--- config.mk ---
export PLATFORM = sky130hd
export DESIGN_NAME = packet_tx_rmii
export DESIGN_NICKNAME = d
export VERILOG_FILES = /design/src/rtl/packet_tx_rmii.sv
export SDC_FILE = /design/constraint.sdc
export NUM_CORES = 1
export LEC_CHECK = 0
export BUFFER_PORTS_ARGS = -buffer_cell sky130_fd_sc_hd__buf_2
export CORE_MARGIN = 5
export CORE_UTILIZATION = 28
export CTS_CLUSTER_SIZE = 8
export DETAILED_ROUTE_END_ITERATION = 6
export MAX_ROUTING_LAYER = met4
export PLACE_DENSITY_LB_ADDON = 0.3
export SETUP_SLACK_MARGIN = 0.1
export SYNTH_ARGS = -nofsm -noshare
export SYNTH_HDL_FRONTEND = slang
export SYNTH_SLANG_ARGS = --single-unit
--- constraint.sdc ---
create_clock -name clk -period 2.37 [get_ports clk]
set_input_delay 0.1185 -clock clk [delete_from_list [all_inputs] [get_ports clk]]
set_output_delay 0.1185 -clock clk [all_outputs]
set_load 0.1 [all_outputs]
--- src/rtl/packet_tx_rmii.sv ---
// packet_tx_rmii: AXI-Stream payload in, RMII 2-bit Ethernet frame out.
// Define PACKET_TX_PAD_EN to zero-pad short payloads to MIN_PAYLOAD.
module packet_tx_rmii #(
    parameter int PREAMBLE_BYTES = 7,
    parameter int MIN_PAYLOAD    = 60,
    parameter int IPG_BYTES      = 12
) (
    input  logic       clk,
    input  logic       rst,
    input  logic [7:0] s_axis_tdata,
    input  logic       s_axis_tvalid,
    input  logic       s_axis_tlast,
    output logic       s_axis_tready,
    output logic       tx_en,
    output logic [1:0] txd
);

    localparam int MAXC = (MIN_PAYLOAD > PREAMBLE_BYTES) ? MIN_PAYLOAD : PREAMBLE_BYTES;
    localparam int CW   = $clog2(MAXC + 1);
    localparam int IW   = $clog2(IPG_BYTES * 4);

    localparam logic [CW-1:0] PRE_LAST = CW'(PREAMBLE_BYTES - 1);
    localparam logic [CW-1:0] MIN_C    = CW'(MIN_PAYLOAD);
    localparam logic [IW-1:0] IPG_LAST = IW'(IPG_BYTES * 4 - 1);

    typedef enum logic [2:0] {
        IDLE,
        PREAMBLE,
        SFD,
        DATA,
`ifdef PACKET_TX_PAD_EN
        PAD,
`endif
        FCS,
        IPG,
        DROP
    } state_t;

    state_t        state;
    logic [1:0]    dib;
    logic [1:0]    dib_nx;
    logic [CW-1:0] cnt;
    logic [1:0]    fidx;
    logic [1:0]    fidx_nx;
    logic [IW-1:0] ipg_cnt;
    logic [7:0]    shreg;
    logic          last;
    logic [31:0]   crc;
    logic [31:0]   crc_data;
    logic [31:0]   fcs_word;
    logic [7:0]    fcs_first;
    logic [7:0]    fcs_next;
    logic          start;

    // One byte of reflected CRC-32 (poly 0xEDB88320), LSB of data first.
    function automatic logic [31:0] crc_byte(input logic [31:0] c, input logic [7:0] d);
        logic [31:0] r;
        r = c;
        for (int i = 0; i < 8; i++) begin
            if (r[0] ^ d[i]) r = (r >> 1) ^ 32'hEDB88320;
            else             r = r >> 1;
        end
        return r;
    endfunction

    assign dib_nx    = dib + 2'd1;
    assign fidx_nx   = fidx + 2'd1;
    assign crc_data  = crc_byte(crc, s_axis_tdata);
    assign fcs_word  = ~crc;
    assign fcs_first = fcs_word[7:0];
    assign fcs_next  = fcs_word[{fidx_nx, 3'b000} +: 8];

`ifdef PACKET_TX_PAD_EN
    logic [31:0] crc_pad;
    assign crc_pad = crc_byte(crc, 8'h00);
`endif

    // A frame may begin from IDLE, or straight out of the last gap clock.
    assign start = s_axis_tvalid &&
                   ((state == IDLE) || ((state == IPG) && (ipg_cnt == IPG_LAST)));

    // Byte request: on the last dibit of SFD or a non-final data byte; always while dropping.
    assign s_axis_tready = !rst &&
                           ((state == DROP) ||
                            ((dib == 2'd3) && ((state == SFD) ||
                                               ((state == DATA) && !last))));

    // Frame sequencer; tx_en/txd are registered and show the dibit of the current byte.
    always_ff @(posedge clk) begin
        if (rst) begin
            state   <= IDLE;
            tx_en   <= 1'b0;
            txd     <= 2'b00;
            dib     <= 2'd0;
            cnt     <= '0;
            fidx    <= 2'd0;
            ipg_cnt <= '0;
            shreg   <= 8'h00;
            last    <= 1'b0;
            crc     <= 32'hFFFFFFFF;
        end else if (start) begin
            state   <= PREAMBLE;
            tx_en   <= 1'b1;
            txd     <= 2'b01;
            dib     <= 2'd0;
            cnt     <= '0;
            fidx    <= 2'd0;
            ipg_cnt <= '0;
            shreg   <= 8'h55;
            last    <= 1'b0;
            crc     <= 32'hFFFFFFFF;
        end else if (tx_en && (dib != 2'd3)) begin
            dib <= dib_nx;
            txd <= shreg[{dib_nx, 1'b0} +: 2];
        end else begin
            case (state)
                IDLE: begin
                    tx_en <= 1'b0;
                    txd   <= 2'b00;
                end
                PREAMBLE: begin
                    dib <= 2'd0;
                    txd <= 2'b01;
                    if (cnt == PRE_LAST) begin
                        state <= SFD;
                        shreg <= 8'hD5;
                        cnt   <= '0;
                    end else begin
                        cnt <= cnt + CW'(1);
                    end
                end
                // An empty source at the first payload slot is treated as an underrun too.
                SFD, DATA: begin
                    if ((state == DATA) && last) begin
`ifdef PACKET_TX_PAD_EN
                        if (cnt != MIN_C) begin
                            state <= PAD;
                            shreg <= 8'h00;
                            txd   <= 2'b00;
                            dib   <= 2'd0;
                            crc   <= crc_pad;
                            cnt   <= cnt + CW'(1);
                        end else begin
                            state <= FCS;
                            shreg <= fcs_first;
                            txd   <= fcs_first[1:0];
                            dib   <= 2'd0;
                            fidx  <= 2'd0;
                        end
`else
                        state <= FCS;
                        shreg <= fcs_first;
                        txd   <= fcs_first[1:0];
                        dib   <= 2'd0;
                        fidx  <= 2'd0;
`endif
                    end else if (s_axis_tvalid) begin
                        state <= DATA;
                        shreg <= s_axis_tdata;
                        txd   <= s_axis_tdata[1:0];
                        dib   <= 2'd0;
                        crc   <= crc_data;
                        last  <= s_axis_tlast;
                        if (cnt != MIN_C) cnt <= cnt + CW'(1);
                    end else begin
                        state <= DROP;
                        tx_en <= 1'b0;
                        txd   <= 2'b00;
                        dib   <= 2'd0;
                    end
                end
`ifdef PACKET_TX_PAD_EN
                PAD: begin
                    dib <= 2'd0;
                    if (cnt != MIN_C) begin
                        shreg <= 8'h00;
                        txd   <= 2'b00;
                        crc   <= crc_pad;
                        cnt   <= cnt + CW'(1);
                    end else begin
                        state <= FCS;
                        shreg <= fcs_first;
                        txd   <= fcs_first[1:0];
                        fidx  <= 2'd0;
                    end
                end
`endif
                FCS: begin
                    dib <= 2'd0;
                    if (fidx == 2'd3) begin
                        state   <= IPG;
                        tx_en   <= 1'b0;
                        txd     <= 2'b00;
                        ipg_cnt <= '0;
                    end else begin
                        fidx  <= fidx_nx;
                        shreg <= fcs_next;
                        txd   <= fcs_next[1:0];
                    end
                end
                IPG: begin
                    tx_en   <= 1'b0;
                    txd     <= 2'b00;
                    ipg_cnt <= ipg_cnt + IW'(1);
                    if (ipg_cnt == IPG_LAST) state <= IDLE;
                end
                DROP: begin
                    tx_en <= 1'b0;
                    txd   <= 2'b00;
                    if (s_axis_tvalid && s_axis_tlast) begin
                        state   <= IPG;
                        ipg_cnt <= '0;
                    end
                end
                default: begin
                    state <= IDLE;
                    tx_en <= 1'b0;
                    txd   <= 2'b00;
                end
            endcase
        end
    end

endmodule

==> results.md <==
* First-pass GRT wire length at 17600 µm
* Syn_area_per_cell at 8.84 µm²
* Vias per inst at 5.05
* H-tree depth at 3
* Clock Latency Late Sink at 340 ps
* Post-layout nets at 479
* Final worst slack at 273 ps
* Synthesized cell area at 3900 µm²
* Outcome: finished, final reports clean
* Final Power at 2.84 mW
* Die H at 128 µm
* Warnings, synthesis at 0
* Req. time, crit path at 2250 ps
* RSZ-0062 raised after global routing: false
* Leakage at 1.71 nW
* Worst path cell trace: buf_4, inv_1, nor2_1, nor4_4, clkbuf_4
* Drt first pass iters at 5
* Drt drc at 0
* Hpwl dp at 7760 µm
* Initial antenna violation count at 0
* Final setup fails at 0
* Clock Path Buffers at 2
* CP Data Arrival Time at 1980 ps
* Startpoint types: flip-flop
* Fmax at 0.477 GHz
* Die Area at 16400 µm²
* TritonCTS clock tree: built
* Crit-path slowest cell: dfxtp_1
* Placeable Area at 13800 µm²
* Setup TNS at 0 ps
* Drt wl/cell at 16.4 µm
* ANT nets after route at 0
* Minimum clock period at 2100 ps
* Antenna Cells at 0
* Fin. Hold Viols at 0
* Design area at 4570 µm²
* Hold WC Path Type: input pin to flip-flop
* Synth area leader: dfxtp_1
* Worst path top cell family by delay: buffers and inverters
* Slew @ Worst Pin at 583 ps
* Crit end category: output port
* Gr usage total at 14.1%
* Final Max Slew Viols at 0
* Pwr Density at 620 nW/µm²
* Post-synth ARST share at 0%
* Worst path max stage delay at 440 ps
* Most common cell in the netlist: dfxtp_1
* Seq/Total Area, Yosys at 32.3%
* Routed WL at 10600 µm
* Via Count at 3265
* Largest net degree at the start of global routing at 53
* WHS at 92.4 ps
* I/O pin count at 16
* Area of the multi-input gates at 2490 µm²
* Top cell type's share of synthesized area at 32.3%
* RD Place Congestion at 0.849
* Std cell rows at 43
* Area Overhead vs Synth at 17.3%
* Fin crit share at 88.5%
* GRT overflow at 0
* Root buffer cell: clkbuf_16
* Unique cell type count in the Yosys netlist at 56
* Commonest cells in the netlist: dfxtp_1 (63), nand2_1 (45), xnor2_1 (39)
* Critical path class: flip-flop to output port
* Fraction of layout cells with a size suffix above 1 at 17.4%
* DP Area at 4280 µm²
* Register Area at 1260 µm²
* CTS Buf Count at 9
* Max-slew headroom at 60.8%
* Post-synthesis net count at 459
* Number of fill cells at 1497
* Number of global-route vias before repair at 3191
* Iteration-0 DRC Markers at 309
* Port bufs at 15
* Max_cap viols at 0
* Prevailing post-synth register cell: dfxtp_1
* Die W at 128 µm
* Max rail drop VDD at 0.387 mV
* CTS clk-pin slew, worst paths at 50 ps
* Top cells by area, synth: dfxtp_1 (32%), xnor2_1 (8.8%), xor2_1 (5.6%)
* Placement Setup Slack at 344 ps
* Worst Path Max Fanout at 11
* Clk_skew at 4.23 ps
* Critical path buffers and inverters at 3
* #FFs+latches synth at 63
* CTS Sinks at 63
* Post-synth EDFFs at 0
* Initial Util at 28.3%
* Post-Syn Instances at 441
metal layers:
layer	share of wire, %	track usage, %
met4	0.82	3.31
met1	47	18.3
met5	0	-
met3	4.8	3.42
met2	48	22.2
worst paths after layout:
kind	startpoint	slack (ps)	cells past startpoint	endpoint
worst min-delay path	s_axis_tlast	90	3	last
worst max register to register	state[1]	290	6	state[1]
worst min register to register	shreg[1]	460	2	shreg[1]
worst max-delay path	state[0]	270	5	s_axis_tready
state kept, by name, indices dropped and copies added (netlist names), 2 cells and up:
| name | count |
|---|---|
| shreg | 8 |
| crc | 32 |
| cnt | 6 |
| ipg_cnt | 6 |
| txd | 2 |
| state | 3 |
| fidx | 2 |
| dib | 2 |
cell type report:
class	instances	area share (%)
multi-input combinational	340	54.5
sequential	63	27.6
timing repair buffer	36	5.69
clock buffer	12	5.39
tap	180	4.92
clock inverter	4	0.985
inverter	11	0.903
logic make-up (layout without fill, tap and decap cells):
logic type | Yosys count | in the layout | synth area share (%)
adder cells (fa/ha/maj) | 6 | 6 | 1.92
buffers and inverters | 38 | 63 | 4.11
flip-flops | 63 | 63 | 32.3
multiplexers | 17 | 17 | 7.80
AO/OA/AOI/OAI | 119 | 119 | 19.2
XOR/XNOR | 76 | 76 | 19.7
AND/OR/NAND/NOR | 122 | 122 | 14.9
timing repair:
item	4_1_cts	5_1_grt
gates resized for setup	0	1
hold buffers	0	0
endpoints found under the setup margin	0	1
buffers inserted	0	0
through the flow:
stage / instances / util, %
after CTS: 646 / 33.2
after global placement: 630 / 31.1
after global routing: 646 / 33.2
after detailed placement: 630 / 31.1
final: 646 / 33.2
after floorplan: 441 / -
power by group:
group	switching [mW]	total [mW]	internal (mW)
Sequential	0.0159	1.09	1.08
Combinational	0.247	0.416	0.169
Clock	0.493	1.33	0.838
Total	0.755	2.84	2.08
cells in the final DEF (no fill, tap or decap), types with 3 or more instances in the layout:
| cell type | instances |
|---|---|
| a211o_1 | 3 |
| a21oi_1 | 38 |
| a22oi_1 | 4 |
| a31oi_1 | 9 |
| and2_1 | 5 |
| and3_1 | 3 |
| buf_2 | 14 |
| buf_4 | 19 |
| clkbuf_16 | 9 |
| clkinv_2 | 3 |
| dfxtp_1 | 62 |
| ha_1 | 6 |
| inv_1 | 11 |
| mux2i_1 | 6 |
| mux4_2 | 8 |
| nand2_1 | 45 |
| nand2b_1 | 5 |
| nand3_1 | 12 |
| nor2_1 | 27 |
| nor3_1 | 7 |
| o211ai_1 | 20 |
| o21ai_0 | 22 |
| o21ai_1 | 3 |
| o21bai_1 | 4 |
| o22ai_1 | 3 |
| or3_1 | 5 |
| xnor2_1 | 39 |
| xnor2_2 | 9 |
| xor2_1 | 25 |
worst register-to-register path, delay by kind of cell, from the launching register on:
kind | cells | cell delay (ps)
flops | 1 | 670
buf+inv | 1 | 180
compound gates | 3 | 730
simple gates | 2 | 440
Power figures use the tool's default switching activity.
